`src/rtl/cmp_seq_ctrl.sv`:
```
// Multi-byte unsigned magnitude compare sequencer driving one external
// 8-bit open-collector comparator (active-low P=Q / P>Q outputs).
// Bytes are presented MSB-first, one pair per cycle; the sequence stops at
// the first unequal byte and reports eq/gt/lt (or err) with a done strobe.
//
//   state | meaning
//   ------+-----------------------------------------------------------
//   IDLE  | waiting for start; results of the last compare held
//   CMP   | comparator enabled, byte idx presented, sampling each edge
//   FIN   | one-cycle done strobe, comparator disabled
module cmp_seq_ctrl #(
    parameter int NBYTES = 4,
    parameter int IDXW   = 4
) (
    input  logic                clk,
    input  logic                clr,
    input  logic                start,
    input  logic [8*NBYTES-1:0] a,
    input  logic [8*NBYTES-1:0] b,
    output logic                g_n,
    output logic [7:0]          p_out,
    output logic [7:0]          q_out,
    input  logic                p_eq_q_n,
    input  logic                p_gt_q_n,
    output logic                busy,
    output logic                done,
    output logic                eq,
    output logic                gt,
    output logic                lt,
    output logic                err
);

    typedef enum logic [1:0] {
        S_IDLE = 2'd0,
        S_CMP  = 2'd1,
        S_FIN  = 2'd2
    } state_t;

    localparam logic [IDXW-1:0] IDX_TOP = IDXW'(NBYTES - 1);

    state_t              state_q;
    logic [IDXW-1:0]     idx_q;
    logic [IDXW-1:0]     idx_d;
    logic [8*NBYTES-1:0] a_q;
    logic [8*NBYTES-1:0] b_q;
    logic [7:0]          p_q;
    logic [7:0]          q_q;
    logic [7:0]          p_d;
    logic [7:0]          q_d;
    logic                g_n_q;
    logic                busy_q;
    logic                done_q;
    logic                eq_q;
    logic                gt_q;
    logic                lt_q;
    logic                err_q;

    // Next lower byte pair, presented when the current pair compares equal.
    always_comb begin
        idx_d = idx_q - 1'b1;
        p_d   = a_q[8*int'(idx_d) +: 8];
        q_d   = b_q[8*int'(idx_d) +: 8];
    end

    // Sequencer FSM with registered comparator drive and status outputs.
    always_ff @(posedge clk or posedge clr) begin
        if (clr) begin
            state_q <= S_IDLE;
            idx_q   <= '0;
            a_q     <= '0;
            b_q     <= '0;
            p_q     <= '0;
            q_q     <= '0;
            g_n_q   <= 1'b1;
            busy_q  <= 1'b0;
            done_q  <= 1'b0;
            eq_q    <= 1'b0;
            gt_q    <= 1'b0;
            lt_q    <= 1'b0;
            err_q   <= 1'b0;
        end else begin
            case (state_q)
                S_IDLE: begin
                    if (start) begin
                        a_q     <= a;
                        b_q     <= b;
                        idx_q   <= IDX_TOP;
                        p_q     <= a[8*(NBYTES-1) +: 8];
                        q_q     <= b[8*(NBYTES-1) +: 8];
                        g_n_q   <= 1'b0;
                        busy_q  <= 1'b1;
                        eq_q    <= 1'b0;
                        gt_q    <= 1'b0;
                        lt_q    <= 1'b0;
                        err_q   <= 1'b0;
                        state_q <= S_CMP;
                    end
                end
                S_CMP: begin
                    // The edge samples the comparator's view of the pair
                    // presented during the cycle that just ended.
                    if (!p_eq_q_n && idx_q != '0 && p_gt_q_n) begin
                        idx_q <= idx_d;
                        p_q   <= p_d;
                        q_q   <= q_d;
                    end else begin
                        if (!p_eq_q_n && !p_gt_q_n) begin
                            err_q <= 1'b1;
                        end else if (!p_eq_q_n) begin
                            eq_q <= 1'b1;
                        end else if (!p_gt_q_n) begin
                            gt_q <= 1'b1;
                        end else begin
                            lt_q <= 1'b1;
                        end
                        g_n_q   <= 1'b1;
                        busy_q  <= 1'b0;
                        done_q  <= 1'b1;
                        state_q <= S_FIN;
                    end
                end
                S_FIN: begin
                    done_q  <= 1'b0;
                    state_q <= S_IDLE;
                end
                default: begin
                    state_q <= S_IDLE;
                end
            endcase
        end
    end

    assign g_n   = g_n_q;
    assign p_out = p_q;
    assign q_out = q_q;
    assign busy  = busy_q;
    assign done  = done_q;
    assign eq    = eq_q;
    assign gt    = gt_q;
    assign lt    = lt_q;
    assign err   = err_q;

endmodule

```
`config.mk`:
```
export PLATFORM = sky130hd
export DESIGN_NAME = cmp_seq_ctrl
export DESIGN_NICKNAME = d
export VERILOG_FILES = /design/src/rtl/cmp_seq_ctrl.sv
export SDC_FILE = /design/constraint.sdc
export NUM_CORES = 1
export LEC_CHECK = 0
export ABC_AREA = 1
export BUFFER_PORTS_ARGS = -buffer_cell sky130_fd_sc_hd__buf_2
export CORE_ASPECT_RATIO = 0.6
export CORE_MARGIN = 3
export CORE_UTILIZATION = 30
export DETAILED_ROUTE_END_ITERATION = 10
export GPL_TIMING_DRIVEN = 0
export HOLD_SLACK_MARGIN = 0.12
export PLACE_DENSITY = 0.55
export SYNTH_ARGS = -nofsm -noshare
export SYNTH_HDL_FRONTEND = slang
export SYNTH_SLANG_ARGS = --single-unit
```
`constraint.sdc`:
```
create_clock -name clk -period 3.8 [get_ports clk]
set_input_delay 1.14 -clock clk [delete_from_list [all_inputs] [get_ports clk]]
set_output_delay 1.14 -clock clk [all_outputs]
set_load 0.1 [all_outputs]
```
# Word level (Yosys, flattened, before mapping)
# Cells that the tools add are included.
# totals
reg_bits	93
out_inout_bits	23
wordCells	81
# op_classes
add_sub_neg	1
n_eq_ne	11
shift	2
mux	36
reduce_logical	18
# op_table
operator	count
32-bit by 8-bit indexed part select with 8-bit output	2
8-bit 2-to-1 mux	4
8-bit case mux with 2 select lines	2
2-bit != test, second input constant	9
1-bit 2-to-1 mux	17
1-bit case mux with 2 select lines	7
6-bit AND reduction	2
4-bit 2-to-1 mux	2
4-bit case mux with 2 select lines	1
2-bit AND reduction	3
3-bit AND reduction	2
5-bit AND reduction	1
2-bit 2-to-1 mux	2
2-bit case mux with 2 select lines	1
4-bit AND reduction	1
2-bit nonzero test	2
4-bit nonzero test	1
4-bit by 1-bit subtractor with 4-bit output, second input constant	1
1-bit logical AND	3
2-bit by 1-bit equality test with 1-bit output, second input constant	1
2-bit equality test, second input constant	1
1-bit zero test	2
2-bit zero test	1

# Longest topological paths before layout
# depth
ltp_word	5
ltp_mapped	11
mapped_depth_nobuf	8

# Worst setup path after synthesis
# Ideal clock, no wire load.
# synth_path
path_kind	reg-to-output
start	register done_q (netlist: done)
end	output port done
t_arrival_ns	0.898
t_required_ns	2.660
setup_slack_ns	1.762
stages_incl_launch_ff	1
n_path_buf	0
path_cell_list	dfrtp_1
# synth_rtl
element	line_no	source
start: declaration	52	logic done_q;
start signal: assignment	76	done_q <= 1'b0;
start signal: assignment	118	done_q <= 1'b1;
start signal: assignment	123	done_q <= 1'b0;
end: declaration	26	output logic done,
# No word-level cell between the ends.

# Worst setup path in the final report
# layout_path
start	register g_n_q (netlist: g_n)
end	output port g_n
# layout_rtl
element	line_no	source
start: declaration	50	logic g_n_q;
start signal: assignment	74	g_n_q <= 1'b1;
start signal: assignment	90	g_n_q <= 1'b0;
start signal: assignment	116	g_n_q <= 1'b1;
end: declaration	20	output logic g_n,
# No word-level cell between the ends.

==> results.sh <==
export IMPL_status="finished clean"
export IMPL_final_nets=760
export IMPL_overflow=0
export IMPL_place_congestion=0.848
export IMPL_setup_violations=0
export IMPL_critical_path_class="flop to output pin"
export IMPL_ios=92
export IMPL_highest_layer="met4"
export IMPL_critPathTopFamily="flip-flops"
export IMPL_grt_pass1_wl_um=20500
export IMPL_cts_resized=0
export IMPL_core_area_um2=14700
export IMPL_r2r_end="q_out[6]"
export IMPL_cts_hold_buf=0
export IMPL_syn2layout_area_growth_pct=22.9
export IMPL_worstHoldPathCells=2
export IMPL_critPathRequiredTime_ns=2.66
export IMPL_p_leak_nw=2.94
export IMPL_antenna_found_initial=0
export IMPL_hold_path_class="flop to flop"
export IMPL_drt_total_wl_um=12900
export IMPL_clk_pin_slew_worst_paths_ns=0.06
export IMPL_cp_cell_sequence="buf_2"
export IMPL_finalHoldWorstSlack_ns=0.471
export IMPL_cts_tree="built"
export IMPL_rrSetupSlack_ns=1.72
export IMPL_insertion_delay_ns=0.34
export IMPL_placed_cells=877
export IMPL_initial_core_util_pct=31.0
export IMPL_firstDrtPassIters=5
export IMPL_portBuffers=91
export IMPL_drv_cap=0
export IMPL_critical_path_slowest_cell="dfstp_2"
export IMPL_hold_viol_final=0
export IMPL_p_total_mw=5.92
export IMPL_fin_skew_ns=0.00692
export IMPL_die_area_um2=16700
export IMPL_avgSynthCellArea_um2=7.76
export IMPL_synth_area_um2=4550
export IMPL_fp_dieH_um=101
export IMPL_route_met3_wl_um=865
export IMPL_startpoint_type="flop"
export IMPL_crit_cells=1
export IMPL_via_count=4103
export IMPL_dr_wl_met2_um=5070
export IMPL_via_per_inst=4.59
export IMPL_grt_usage_pct=16.0
export IMPL_internal_power_mw=2.90
export IMPL_cp_num_buf_inv=1
export IMPL_rsz0062_at_grt="false"
export IMPL_ys_warn_count=0
export IMPL_arrival_ns=1.29
export IMPL_crit_fanout=2
export IMPL_rr_startpoint="idx_q[0]"
export IMPL_ys_seq_area_share_pct=51.1
export IMPL_maxSlewViolCount=0
export IMPL_p_sw_mw=3.02
export IMPL_cp_startpoint="g_n"
export IMPL_fin_cells=893
export IMPL_rr_worst_depth=11
export IMPL_fmax_ghz=0.412
export IMPL_tightest_slew_ns=0.572
export IMPL_crit_end="g_n"
export IMPL_drt_iter0_drc=281
export IMPL_htree_levels=3
export IMPL_synth_cells=587
export IMPL_first_global_vias=4057
export IMPL_slew_limit_headroom_pct=61.8
export IMPL_syn_num_nets=657
export IMPL_seqPwrFrac_pct=28.2
export IMPL_dpl_hpwl_um=10100
export IMPL_row_count=34
export IMPL_swShare_pct=51.0
export IMPL_max_clock_path_buffers=2
export IMPL_p_per_area_nw_per_um2=1060
export IMPL_ys_types=25
export IMPL_tns_ns=0
export IMPL_cp_end_kind="output pin"
export IMPL_ant_nets=0
export IMPL_post_cts_setup_buffers=0
export IMPL_cts_sinks=93
export IMPL_drive_gt1_share_pct=22.4
export IMPL_slowest_delay_ns=0.53
export IMPL_wl_met1_um=6840
export IMPL_grt_start_max_net_pins=53
export IMPL_tritoncts_num_buffers=9
export IMPL_drcViolationCount=0
export IMPL_wl_per_cell_um=14.5
export IMPL_clock_root_buffer="clkbuf_16"
export IMPL_n_antenna_cell=0
export IMPL_fin_crit_sh_pct=63.9
export IMPL_die_w_um=165
export IMPL_clkPwrFrac_pct=15.9
export IMPL_yosys_register_bits=93
export IMPL_combPwrFrac_pct=55.9
export IMPL_min_period_ns=2.43
export IMPL_vdd_drop_max_uv=458
per-layer routing:
metal	GRT usage, %	vias up
li1	-	2027
met1	24.7	1939
met5	0	-
met2	22.3	124
met3	4.00	13
met4	3.35	0
worst min-delay path by stage:
stage | to | slack [ns] | from
global route | g_n | 0.50 | g_n
finish | busy | 0.47 | busy
detailed placement | g_n | 0.46 | g_n
CTS | g_n | 0.47 | g_n
global placement | g_n | 0.46 | g_n
floorplan | a_q[24] | 0.45 | a_q[24]
Yosys cell counts, drive strengths merged:
library cell	n	area (µm²)
nand2	163	639
inv	95	362
dfrtp	92	2300
o21ai	69	345
nand3	54	293
nor2	41	166
a21oi	34	170
buf	29	196
clkbuf	4	15.0
nand4	2	12.5
a31oi	1	6.26
dfstp	1	26.3
ha	1	12.5
o22ai	1	6.26
logic make-up after synthesis:
logic type,Yosys count,synth area share [%]
compound gates,105,11.6
fa+ha+maj,1,0.275
flops,93,51.1
simple gates,260,24.4
buf+inv,128,12.6
flip-flops by register name (all words and copies together), names as in the netlist:
| name | flops |
|---|---|
| eq | 1 |
| a_q | 32 |
| q_out | 8 |
| done | 1 |
| g_n | 1 |
| busy | 1 |
| gt | 1 |
| p_out | 8 |
| b_q | 32 |
| idx_q | 4 |
| err | 1 |
| state_q | 2 |
| lt | 1 |
power by group through the flow:
stage / logic, mW / clock network [mW] / registers [mW]
after global placement: 3.25 / 0 / 1.68
after global routing: 3.67 / 1.01 / 1.72
after detailed placement: 3.31 / 0 / 1.69
after floorplan: 1.69 / 0 / 2.54
after CTS: 3.33 / 0.966 / 1.67
final: 3.31 / 0.945 / 1.67
final cells by class:
| cell class | instances | area [µm²] |
|---|---|---|
| plain buffers | 33 | 211 |
| clock buffers | 12 | 267 |
| clock inverters | 4 | 45.0 |
| fillers | 1575 | 9080 |
| inverters | 95 | 364 |
| multi-input cells | 366 | 1650 |
| flip-flops and latches | 93 | 2330 |
| well taps | 198 | 248 |
| repair buffers | 92 | 483 |
per-stage QoR:
| stage | util [%] | area, µm² | setup slack (ns) |
|---|---|---|---|
| floorplan | - | 4550 | 0.241 |
| global placement | 35.8 | 5260 | -0.934 |
| detailed placement | 36.0 | 5290 | 1.67 |
| CTS | 38.1 | 5600 | 1.35 |
| global route | 38.1 | 5600 | 1.34 |
| finish | 38.1 | 5600 | 1.37 |
cell usage in the layout (no fill, tap or decap):
cell type,count
a31oi_1,1
bufinv_16,1
inv_2,4
nand2_4,3
ha_1,1
buf_6,7
nand2_1,158
buf_16,1
buf_2,110
nand4_1,2
dfrtp_1,92
clkbuf_1,4
dfstp_2,1
nand2_2,2
clkbuf_8,3
nand3_2,2
nor2_2,2
nor2_1,38
nand3_1,51
clkbuf_16,9
clkinv_2,3
nand3_4,1
buf_4,3
a21oi_1,34
o21ai_0,30
o21ai_1,39
inv_4,3
nor2_4,1
o22ai_1,1
inv_1,88
(Power assumes the default switching activity.)
